===== src/rtl/p3_sequencer.sv =====
// -----------------------------------------------------------------------------
// p3_sequencer
//
// Buffers forward/backward sample pairs in a small FIFO and walks each sample
// through one forward pass and one backward pass of an attached p3 unit. An
// optional weight update follows the backward pass. The result is presented
// on a valid/ready stream.
//
// Ports
//   clk_in, rst_in          clock, asynchronous active-high reset
//   s_valid/s_ready         sample stream handshake
//   s_fwd[2:0], s_bwd[2:0]  lane bits for the forward and backward passes
//   learn_en                store bcontrol as the new weight after this BWD
//   fcontrol, fin0..fin2    forward inputs to the p3 unit (fcontrol = weight)
//   fout0, bcontrol         p3 unit forward result and backward control result
//   bin0..bin2              backward inputs to the p3 unit (zero outside BWD)
//   m_valid/m_ready         result stream handshake
//   m_fout, m_bout          captured forward / backward results
//   weight                  current stored control bit
// -----------------------------------------------------------------------------
module p3_sequencer #(
    parameter int DEPTH = 4
) (
    input  logic       clk_in,
    input  logic       rst_in,
    input  logic       s_valid,
    output logic       s_ready,
    input  logic [2:0] s_fwd,
    input  logic [2:0] s_bwd,
    input  logic       learn_en,
    output logic       fcontrol,
    output logic       fin0,
    output logic       fin1,
    output logic       fin2,
    input  logic       fout0,
    input  logic       bcontrol,
    output logic       bin0,
    output logic       bin1,
    output logic       bin2,
    output logic       m_valid,
    input  logic       m_ready,
    output logic       m_fout,
    output logic       m_bout,
    output logic       weight
);

    localparam int AW = (DEPTH > 1) ? $clog2(DEPTH) : 1;
    localparam int CW = $clog2(DEPTH) + 1;

    typedef enum logic [2:0] {
        IDLE,
        FWD,
        BWD,
        UPDATE,
        OUT
    } state_t;

    state_t         state_q, state_d;

    // FIFO storage and bookkeeping
    logic [5:0]     mem [DEPTH];
    logic [AW-1:0]  wr_ptr, rd_ptr;
    logic [CW-1:0]  count;
    logic [5:0]     head;
    logic           full, push, pop;

    // Sample and result registers
    logic [2:0]     fin_q;
    logic [2:0]     hold_q;
    logic           m_fout_q, m_bout_q, weight_q;
    logic [2:0]     bin_d;

    assign full    = (count == CW'(DEPTH));
    // Readiness depends on the registered count only, so it never combinationally
    // follows s_valid; it is forced low while reset is held.
    assign s_ready = !rst_in && !full;
    assign push    = s_valid && s_ready;
    assign pop     = (state_q == IDLE) && (count != '0);
    assign head    = mem[rd_ptr];

    // NOTE: storage array has no reset; an entry is only read after it has been
    // written, because count gates every pop.
    always_ff @(posedge clk_in) begin
        if (push) begin
            mem[wr_ptr] <= {s_bwd, s_fwd};
        end
    end

    // Pointers are exactly AW bits wide, so DEPTH being a power of two makes
    // the increment wrap modulo DEPTH without an explicit compare.
    // NOTE: all sequential state uses non-blocking assignment so every register
    // sees pre-edge values regardless of statement order.
    always_ff @(posedge clk_in or posedge rst_in) begin
        if (rst_in) begin
            wr_ptr <= '0;
            rd_ptr <= '0;
            count  <= '0;
        end else begin
            if (push) wr_ptr <= wr_ptr + AW'(1);
            if (pop)  rd_ptr <= rd_ptr + AW'(1);
            case ({push, pop})
                2'b10:   count <= count + CW'(1);
                2'b01:   count <= count - CW'(1);
                default: count <= count; // simultaneous push/pop keeps occupancy
            endcase
        end
    end

    always_ff @(posedge clk_in or posedge rst_in) begin
        if (rst_in) begin
            state_q <= IDLE;
        end else begin
            state_q <= state_d;
        end
    end

    // NOTE: every output of this block gets a default first so no path leaves
    // a variable unassigned, which would otherwise infer a latch.
    always_comb begin
        state_d = state_q;
        m_valid = 1'b0;
        bin_d   = 3'b000;
        case (state_q)
            IDLE:   if (count != '0) state_d = FWD;
            FWD:    state_d = BWD;
            BWD: begin
                bin_d   = hold_q;
                state_d = learn_en ? UPDATE : OUT;
            end
            UPDATE: state_d = OUT;
            OUT: begin
                m_valid = 1'b1;
                if (m_ready) state_d = IDLE;
            end
            default: state_d = IDLE;
        endcase
    end

    always_ff @(posedge clk_in or posedge rst_in) begin
        if (rst_in) begin
            fin_q    <= '0;
            hold_q   <= '0;
            m_fout_q <= 1'b0;
            m_bout_q <= 1'b0;
            weight_q <= 1'b0;
        end else begin
            case (state_q)
                IDLE: begin
                    if (pop) begin
                        fin_q  <= head[2:0];
                        hold_q <= head[5:3];
                    end
                end
                FWD:    m_fout_q <= fout0;
                BWD:    m_bout_q <= bcontrol;
                UPDATE: weight_q <= m_bout_q;
                default: ;
            endcase
        end
    end

    assign fin0     = fin_q[0];
    assign fin1     = fin_q[1];
    assign fin2     = fin_q[2];
    assign bin0     = bin_d[0];
    assign bin1     = bin_d[1];
    assign bin2     = bin_d[2];
    assign m_fout   = m_fout_q;
    assign m_bout   = m_bout_q;
    assign weight   = weight_q;
    assign fcontrol = weight_q;

endmodule


===== config.mk =====
export PLATFORM = sky130hd
export DESIGN_NAME = p3_sequencer
export DESIGN_NICKNAME = d
export VERILOG_FILES = /design/src/rtl/p3_sequencer.sv
export SDC_FILE = /design/constraint.sdc
export NUM_CORES = 1
export LEC_CHECK = 0
export CELL_PAD_IN_SITES_DETAIL_PLACEMENT = 0
export CELL_PAD_IN_SITES_GLOBAL_PLACEMENT = 1
export CORE_ASPECT_RATIO = 1.4
export CORE_UTILIZATION = 47
export CTS_BUF_LIST = sky130_fd_sc_hd__clkbuf_4 sky130_fd_sc_hd__clkbuf_8
export DETAILED_ROUTE_END_ITERATION = 12
export PLACE_DENSITY_LB_ADDON = 0.1
export RECOVER_POWER = 100
export SETUP_SLACK_MARGIN = 0.2
export SLEW_MARGIN = 15
export SYNTH_ARGS = -nofsm -noshare
export SYNTH_HDL_FRONTEND = slang
export SYNTH_SLANG_ARGS = --single-unit

===== constraint.sdc =====
create_clock -name clk_in -period 2.53 [get_ports clk_in]
set_clock_uncertainty 0.1 [all_clocks]
set_input_delay 0.253 -clock clk_in [delete_from_list [all_inputs] [get_ports clk_in]]
set_output_delay 0.253 -clock clk_in [all_outputs]
set_load 0.1 [all_outputs]

==> flow_results.xml, run 1 <==
<?xml version="1.0" encoding="UTF-8"?>
<metrics>
  <group name="yosys">
    <metric name="synth_cell_types" unit="">30</metric>
    <metric name="synth_area_per_cell" unit="sq um">16.5</metric>
    <metric name="yosys_register_bits" unit="">43</metric>
    <metric name="post_synth_inst_count" unit="">112</metric>
    <metric name="share_of_the_synthesized_area_in_the_top_cell_type" unit="%">38.9</metric>
    <metric name="synth_top_cells_by_area" unit="">sky130_fd_sc_hd__edfxtp_1, sky130_fd_sc_hd__dfrtp_1, sky130_fd_sc_hd__mux4_2</metric>
    <metric name="yosysSeqAreaShare" unit="%">64.6</metric>
    <metric name="postSynthNetCount" unit="">131</metric>
    <metric name="netlist_area" unit="sq um">1850</metric>
    <metric name="yosysWarningCount" unit="">0</metric>
    <metric name="netlist.top_cell.by_area" unit="">sky130_fd_sc_hd__edfxtp_1</metric>
  </group>
  <group name="floorplan">
    <metric name="fp.dieW" unit="um">55.1</metric>
    <metric name="ios" unit="">25</metric>
    <metric name="fp.dieArea" unit="sq um">4200</metric>
    <metric name="dieHeight" unit="um">76.3</metric>
    <metric name="initial_utilization" unit="%">50.0</metric>
    <metric name="core_area" unit="sq um">3710</metric>
    <metric name="rows" unit="">26</metric>
  </group>
  <group name="setup_path">
    <metric name="critical_path_arrival" unit="ns">2.26</metric>
    <metric name="worst_path_largest_cell_delay" unit="ns">0.48</metric>
    <metric name="worst-path-max-fanout" unit="">8</metric>
    <metric name="cp_cell_sequence" unit="">or3_1 -&gt; nand3b_4 -&gt; inv_1 -&gt; ha_1 -&gt; inv_1 -&gt; fa_1 -&gt; xor2_1 -&gt; nor2_1 -&gt; xor2_1</metric>
    <metric name="cpLargestDelayFamily" unit="">simple AND/OR/NAND/NOR gates</metric>
    <metric name="critPathRequiredTime" unit="ns">2.61</metric>
    <metric name="crit_slowest_cell" unit="">sky130_fd_sc_hd__or3_1</metric>
    <metric name="start_kind" unit="">flop</metric>
    <metric name="worstSetupEndpointType" unit="">flop</metric>
    <metric name="worst-path-buf-inv" unit="">2</metric>
    <metric name="critPathKind" unit="">flop to flop</metric>
  </group>
  <group name="timing">
    <metric name="finalCritPeriodShare" unit="%">86.1</metric>
    <metric name="final_period_minus_worst_setup_slack" unit="ns">2.18</metric>
    <metric name="hold_viol_final" unit="">0</metric>
    <metric name="tns" unit="ns">0</metric>
    <metric name="slew_headroom" unit="%">22.3</metric>
    <metric name="final-max-slew-violation-count" unit="">0</metric>
    <metric name="tightest_slew" unit="ns">1.17</metric>
    <metric name="setup_repair_after_global_routing_missed_its_margin" unit="">no</metric>
    <metric name="setup_violations" unit="">0</metric>
    <metric name="fmax" unit="MHz">459</metric>
  </group>
  <group name="placed_design">
    <metric name="finalWeightedCongestion" unit="">0.676</metric>
    <metric name="io_buffers" unit="">24</metric>
  </group>
  <group name="run">
    <metric name="max-cap-violations" unit="">0</metric>
  </group>
  <group name="global_routing">
    <metric name="grt_max_degree" unit="">20</metric>
    <metric name="grt_antenna_before_repair" unit="">0</metric>
    <metric name="grt_use_total" unit="%">15.5</metric>
    <metric name="first_global_vias" unit="">927</metric>
    <metric name="grt-ovfl-total" unit="">0</metric>
    <metric name="grt_first_pass_wirelength" unit="mm">4.44</metric>
  </group>
  <group name="clock_tree">
    <metric name="number_of_setup_buffers_added_after_cts" unit="">0</metric>
    <metric name="postCtsHoldBufs" unit="">0</metric>
    <metric name="cts.path.max_buffers" unit="">2</metric>
    <metric name="ctsHtreeMaxLevel" unit="">2</metric>
    <metric name="tritoncts" unit="">done</metric>
    <metric name="clock_sink_count" unit="">43</metric>
    <metric name="cts-resized-gates" unit="">0</metric>
    <metric name="cts.reportedPaths.clkPinSlew" unit="ns">0.08</metric>
    <metric name="number_of_buffers_created_by_cts" unit="">5</metric>
    <metric name="clock_insertion_delay_worst_skew" unit="ns">0.30</metric>
    <metric name="clockRootBuffer" unit="">sky130_fd_sc_hd__clkbuf_8</metric>
  </group>
  <group name="routing">
    <metric name="routed_wire_length_per_instance" unit="um">14.9</metric>
    <metric name="viasPerCell" unit="">5.32</metric>
    <metric name="dr.pass1.iters" unit="">4</metric>
    <metric name="finalWirelength" unit="mm">2.73</metric>
    <metric name="drcViolationCount" unit="">0</metric>
    <metric name="detail-route-antenna-nets" unit="">0</metric>
    <metric name="drt_iter0_drcs" unit="">32</metric>
    <metric name="route.vias.total" unit="">974</metric>
  </group>
  <group name="outcome">
    <metric name="result_of_the_run" unit="">finished clean</metric>
  </group>
  <group name="layout">
    <metric name="finalNetCount" unit="">159</metric>
    <metric name="syn2layout_area_growth" unit="%">15.9</metric>
    <metric name="final_layout_size_suffix_gt1_share" unit="%">22.7</metric>
    <metric name="antennaDiodeCount" unit="">0</metric>
  </group>
  <group name="hold_path">
    <metric name="worstHoldPathType" unit="">flop to flop</metric>
  </group>
</metrics>
==> area by class of cell <==
class	instances	area, sq um
Fill cell	319	1560
Inverter	10	37.5
Multi-Input combinational cell	55	592
Sequential cell	43	1200
Clock inverter	3	26.3
Tap cell	42	52.6
Timing Repair Buffer	25	175
Clock buffer	5	68.8
==> synthesized netlist by cell type <==
library cell	count
sky130_fd_sc_hd__buf_6	1
sky130_fd_sc_hd__or3_4	1
sky130_fd_sc_hd__a211oi_4	1
sky130_fd_sc_hd__nand2b_1	1
sky130_fd_sc_hd__nor2_1	3
sky130_fd_sc_hd__nor3_1	1
sky130_fd_sc_hd__nand3b_1	1
sky130_fd_sc_hd__nand2_1	1
sky130_fd_sc_hd__xnor2_1	4
sky130_fd_sc_hd__buf_4	1
sky130_fd_sc_hd__nor2b_1	1
sky130_fd_sc_hd__a21oi_1	1
sky130_fd_sc_hd__nand4b_1	1
sky130_fd_sc_hd__xor2_1	2
sky130_fd_sc_hd__fa_1	1
sky130_fd_sc_hd__and3_1	3
sky130_fd_sc_hd__inv_1	10
sky130_fd_sc_hd__and2_1	4
sky130_fd_sc_hd__buf_1	1
sky130_fd_sc_hd__o2bb2ai_1	1
sky130_fd_sc_hd__nor3b_1	2
sky130_fd_sc_hd__dfrtp_1	19
sky130_fd_sc_hd__buf_2	1
sky130_fd_sc_hd__ha_1	5
sky130_fd_sc_hd__nand3b_4	1
sky130_fd_sc_hd__edfxtp_1	24
sky130_fd_sc_hd__mux2i_1	3
sky130_fd_sc_hd__nor2_2	1
sky130_fd_sc_hd__mux4_2	6
sky130_fd_sc_hd__mux2_2	10
==> state kept, by name, summed over array words and instances (netlist names) <==
signal and count:
count 3, state_q 3, m_bout 1, rd_ptr 2, m_fout 1, fcontrol 1
hold_q 3, fin_q 3, mem 24, wr_ptr 2
==> path summary, 6_finish.rpt <==
check / depth (start not counted) / endpoint / startpoint / slack (ns)
max reg2reg: 9 / count[2]$_DFFE_PP0P_ / count[2]$_DFFE_PP0P_ / 0.35
max in group asynchronous: 2 / hold_q[2]$_DFFE_PP0P_ / rst_in / 1.37
min in group asynchronous: 2 / count[2]$_DFFE_PP0P_ / rst_in / 0.50
min: 1 / hold_q[1]$_DFFE_PP0P_ / hold_q[1]$_DFFE_PP0P_ / 0.41
max: 9 / count[2]$_DFFE_PP0P_ / count[2]$_DFFE_PP0P_ / 0.35
min reg2reg: 1 / hold_q[1]$_DFFE_PP0P_ / hold_q[1]$_DFFE_PP0P_ / 0.41
==> cell usage in the layout (no fill, tap or decap), types with 3 or more instances in the layout <==
cell and count:
sky130_fd_sc_hd__and2_0 4, sky130_fd_sc_hd__and3_1 3, sky130_fd_sc_hd__clkbuf_1 8, sky130_fd_sc_hd__clkbuf_2 5, sky130_fd_sc_hd__clkbuf_8 5, sky130_fd_sc_hd__clkdlybuf4s50_1 5
sky130_fd_sc_hd__dfrtp_1 19, sky130_fd_sc_hd__dlygate4sd3_1 7, sky130_fd_sc_hd__edfxtp_1 24, sky130_fd_sc_hd__ha_1 5, sky130_fd_sc_hd__inv_1 10, sky130_fd_sc_hd__inv_6 3
sky130_fd_sc_hd__mux2_2 10, sky130_fd_sc_hd__mux2i_1 3, sky130_fd_sc_hd__mux4_2 6, sky130_fd_sc_hd__nor2_1 3, sky130_fd_sc_hd__xnor2_1 4
==> logic make-up (layout without fill, tap and decap cells) <==
logic type / count (synthesis) / count (layout) / share of synthesized area, %
AO/OA/AOI/OAI: 3 / 3 / 1.82
flip-flops: 43 / 43 / 64.6
XOR/XNOR: 6 / 6 / 2.84
adder cells (fa/ha/maj): 6 / 6 / 4.46
multiplexers: 19 / 19 / 15.0
AND/OR/NAND/NOR: 21 / 21 / 7.83
buffers and inverters: 14 / 43 / 3.51
==> metal layers <==
metal	track usage [%]	vias to the layer above	part of all wire, %
li1	-	456	-
met1	20.2	494	42
met2	23.4	19	53
met3	5.39	5	4.4
met4	6.00	0	1.2
met5	0	-	0
==> per-stage QoR <==
stage | utilization, % | hold WS, ns | worst slack, ns | std cells | instance area [sq um]
finish | 57.9 | 0.406 | 0.352 | 183 | 2150
global route | 57.9 | 0.429 | 0.211 | 183 | 2150
CTS | 59.2 | 0.413 | 0.331 | 183 | 2200
detailed placement | 56.6 | 0.393 | 0.297 | 175 | 2100
global placement | 56.6 | 0.386 | 0.356 | 175 | 2100
floorplan | - | 0.104 | 0.214 | 112 | 1860
Power of run 1 is not shown: default switching activity piles up to over one toggle a cycle in this logic, so the estimate is an artifact.
==> inputs of run 2 (changes only) <==
--- a/config.mk
+++ b/config.mk
@@ -7,7 +7,6 @@
 export LEC_CHECK = 0
 export CELL_PAD_IN_SITES_DETAIL_PLACEMENT = 0
 export CELL_PAD_IN_SITES_GLOBAL_PLACEMENT = 1
-export CORE_ASPECT_RATIO = 1.4
 export CORE_UTILIZATION = 47
 export CTS_BUF_LIST = sky130_fd_sc_hd__clkbuf_4 sky130_fd_sc_hd__clkbuf_8
 export DETAILED_ROUTE_END_ITERATION = 12
==> flow_results.xml, run 2 (synthesis results as in run 1) <==
<?xml version="1.0" encoding="UTF-8"?>
<metrics>
  <group name="placed_design">
    <metric name="place.detailed.hpwl" unit="mm">1.97</metric>
    <metric name="io_buffers" unit="">24</metric>
    <metric name="placed_cell_area" unit="sq um">2110</metric>
    <metric name="detailedPlace.worstSlack" unit="ns">0.288</metric>
    <metric name="finalWeightedCongestion" unit="">0.667</metric>
  </group>
  <group name="global_routing">
    <metric name="grt_max_degree" unit="">20</metric>
    <metric name="grt_use_total" unit="%">15.8</metric>
    <metric name="grt-ovfl-total" unit="">0</metric>
    <metric name="grt_antenna_before_repair" unit="">0</metric>
    <metric name="first_global_vias" unit="">983</metric>
    <metric name="grt_first_pass_wirelength" unit="mm">4.75</metric>
  </group>
  <group name="layout">
    <metric name="multi_input_gate_area_in_the_final_layout" unit="sq um">592</metric>
    <metric name="largest-register" unit="">mem</metric>
    <metric name="commonest_cells_after_routing_fill_and_taps_aside" unit="">sky130_fd_sc_hd__edfxtp_1, sky130_fd_sc_hd__dfrtp_1, sky130_fd_sc_hd__mux2_2, sky130_fd_sc_hd__inv_1, sky130_fd_sc_hd__clkbuf_1</metric>
    <metric name="register_area" unit="sq um">1200</metric>
    <metric name="antennaDiodeCount" unit="">0</metric>
    <metric name="final_instance_area" unit="sq um">2170</metric>
    <metric name="final.fill_count" unit="">294</metric>
    <metric name="final_layout_size_suffix_gt1_share" unit="%">22.7</metric>
    <metric name="finalNetCount" unit="">159</metric>
    <metric name="syn2layout_area_growth" unit="%">17.3</metric>
    <metric name="most_common_library_cell_in_the_layout_ignoring_fill_and_taps" unit="">sky130_fd_sc_hd__edfxtp_1</metric>
    <metric name="largest_register_ff_count" unit="">24</metric>
  </group>
  <group name="hold_path">
    <metric name="min_to" unit="">hold_q[1]$_DFFE_PP0P_</metric>
    <metric name="worstHoldPathType" unit="">flop to flop</metric>
    <metric name="worst_min_path_start" unit="">hold_q[1]$_DFFE_PP0P_</metric>
    <metric name="hold_path_depth" unit="">1</metric>
  </group>
  <group name="clock_tree">
    <metric name="clockRootBuffer" unit="">sky130_fd_sc_hd__clkbuf_8</metric>
    <metric name="clock_insertion_delay_worst_skew" unit="ns">0.29</metric>
    <metric name="ctsHtreeMaxLevel" unit="">2</metric>
    <metric name="postCtsHoldBufs" unit="">0</metric>
    <metric name="cts.reportedPaths.clkPinSlew" unit="ns">0.08</metric>
    <metric name="number_of_buffers_created_by_cts" unit="">5</metric>
    <metric name="number_of_setup_buffers_added_after_cts" unit="">0</metric>
    <metric name="clock_sink_count" unit="">43</metric>
    <metric name="cts-resized-gates" unit="">0</metric>
    <metric name="tritoncts" unit="">done</metric>
    <metric name="cts.path.max_buffers" unit="">2</metric>
  </group>
  <group name="routing">
    <metric name="dr.pass1.iters" unit="">4</metric>
    <metric name="drt_iter0_drcs" unit="">36</metric>
    <metric name="drcViolationCount" unit="">0</metric>
    <metric name="finalWirelength" unit="mm">2.76</metric>
    <metric name="viasPerCell" unit="">5.02</metric>
    <metric name="detail-route-antenna-nets" unit="">0</metric>
    <metric name="routed_wire_length_per_instance" unit="um">14.6</metric>
    <metric name="route.vias.total" unit="">948</metric>
  </group>
  <group name="setup_path">
    <metric name="worst-path-buf-inv" unit="">2</metric>
    <metric name="cp_cell_sequence" unit="">or3_1 -&gt; nand3b_4 -&gt; inv_1 -&gt; ha_1 -&gt; inv_1 -&gt; fa_1 -&gt; xor2_1 -&gt; nor2_1 -&gt; xor2_1</metric>
    <metric name="critical_path_arrival" unit="ns">2.25</metric>
    <metric name="rrSetupSlack" unit="ns">0.36</metric>
    <metric name="start_kind" unit="">flop</metric>
    <metric name="reg2regPathDepth" unit="">9</metric>
    <metric name="worstSetupEndpointType" unit="">flop</metric>
    <metric name="r2r_end" unit="">count[2]$_DFFE_PP0P_</metric>
    <metric name="worst-path-max-fanout" unit="">8</metric>
    <metric name="cpLargestDelayFamily" unit="">simple AND/OR/NAND/NOR gates</metric>
    <metric name="critPathKind" unit="">flop to flop</metric>
    <metric name="worstReg2RegStart" unit="">count[2]$_DFFE_PP0P_</metric>
    <metric name="critPathRequiredTime" unit="ns">2.61</metric>
    <metric name="worst_path_largest_cell_delay" unit="ns">0.48</metric>
    <metric name="crit_slowest_cell" unit="">sky130_fd_sc_hd__or3_1</metric>
    <metric name="path_depth" unit="">9</metric>
  </group>
  <group name="timing">
    <metric name="fmax" unit="MHz">462</metric>
    <metric name="hold_viol_final" unit="">0</metric>
    <metric name="slew_headroom" unit="%">21.8</metric>
    <metric name="final-max-slew-violation-count" unit="">0</metric>
    <metric name="setup_violations" unit="">0</metric>
    <metric name="final.setup.worst_slack" unit="ns">0.364</metric>
    <metric name="finalCritPeriodShare" unit="%">85.6</metric>
    <metric name="final_period_minus_worst_setup_slack" unit="ns">2.17</metric>
    <metric name="hold_ws" unit="ns">0.405</metric>
    <metric name="setup_repair_after_global_routing_missed_its_margin" unit="">no</metric>
    <metric name="tns" unit="ns">0</metric>
    <metric name="tightest_slew" unit="ns">1.18</metric>
  </group>
  <group name="floorplan">
    <metric name="fp.dieArea" unit="sq um">4200</metric>
    <metric name="fp.dieW" unit="um">64.8</metric>
    <metric name="rows" unit="">22</metric>
    <metric name="initial_utilization" unit="%">49.9</metric>
    <metric name="core_area" unit="sq um">3720</metric>
    <metric name="ios" unit="">25</metric>
    <metric name="dieHeight" unit="um">64.8</metric>
  </group>
  <group name="outcome">
    <metric name="result_of_the_run" unit="">finished clean</metric>
  </group>
  <group name="run">
    <metric name="max-cap-violations" unit="">0</metric>
  </group>
</metrics>
[run 2: cell count changes in the layout (fill, tap and decap cells not counted), sizes merged]
cell	change
clkinv	+2
inv	-3
bufinv	+1
[run 2: how the worst max path moves through the flow]
stage	startpoint	end	slack [ns]
2_1_floorplan	count[0]$_DFFE_PP0P_	s_ready	0.21
3_3_place_gp	s_valid	count[2]$_DFFE_PP0P_	0.36
3_5_place_dp	s_valid	count[2]$_DFFE_PP0P_	0.29
4_1_cts	state_q[0]$_DFFE_PP0P_	count[2]$_DFFE_PP0P_	0.34
5_1_grt	count[2]$_DFFE_PP0P_	count[2]$_DFFE_PP0P_	0.22
6_report	count[2]$_DFFE_PP0P_	count[2]$_DFFE_PP0P_	0.36
[run 2: layout make-up]
| type | count | area share (%) |
|---|---|---|
| sequential | 43 | 55.0 |
| multi-input combinational | 55 | 27.2 |
| timing repair buffer | 25 | 8.06 |
| clock buffer | 5 | 3.17 |
| tap | 48 | 2.76 |
| clock inverter | 3 | 2.01 |
| inverter | 10 | 1.73 |
[run 2: routing by layer]
layer / wire length, um / global-route usage, %
met1: 1330 / 19.4
met2: 1250 / 26.0
met3: 130 / 4.93
met4: 44 / 5.83
met5: 0 / 0
[run 2: worst register-to-register path, cell delays in order (launching register included)]
cell	delay, ns
sky130_fd_sc_hd__dfrtp_1	0.45
sky130_fd_sc_hd__or3_1	0.48
sky130_fd_sc_hd__nand3b_4	0.18
sky130_fd_sc_hd__inv_1	0.06
sky130_fd_sc_hd__ha_1	0.20
sky130_fd_sc_hd__inv_1	0.07
sky130_fd_sc_hd__fa_1	0.17
sky130_fd_sc_hd__xor2_1	0.14
sky130_fd_sc_hd__nor2_1	0.06
sky130_fd_sc_hd__xor2_1	0.14
[run 2: per-stage QoR]
stage,util (%),std cells
6_report,58.5,189
5_1_grt,58.5,189
2_1_floorplan,-,112
4_1_cts,59.8,189
3_5_place_dp,56.7,181
3_3_place_gp,56.7,181
Power of run 2 is left out for the same reason.
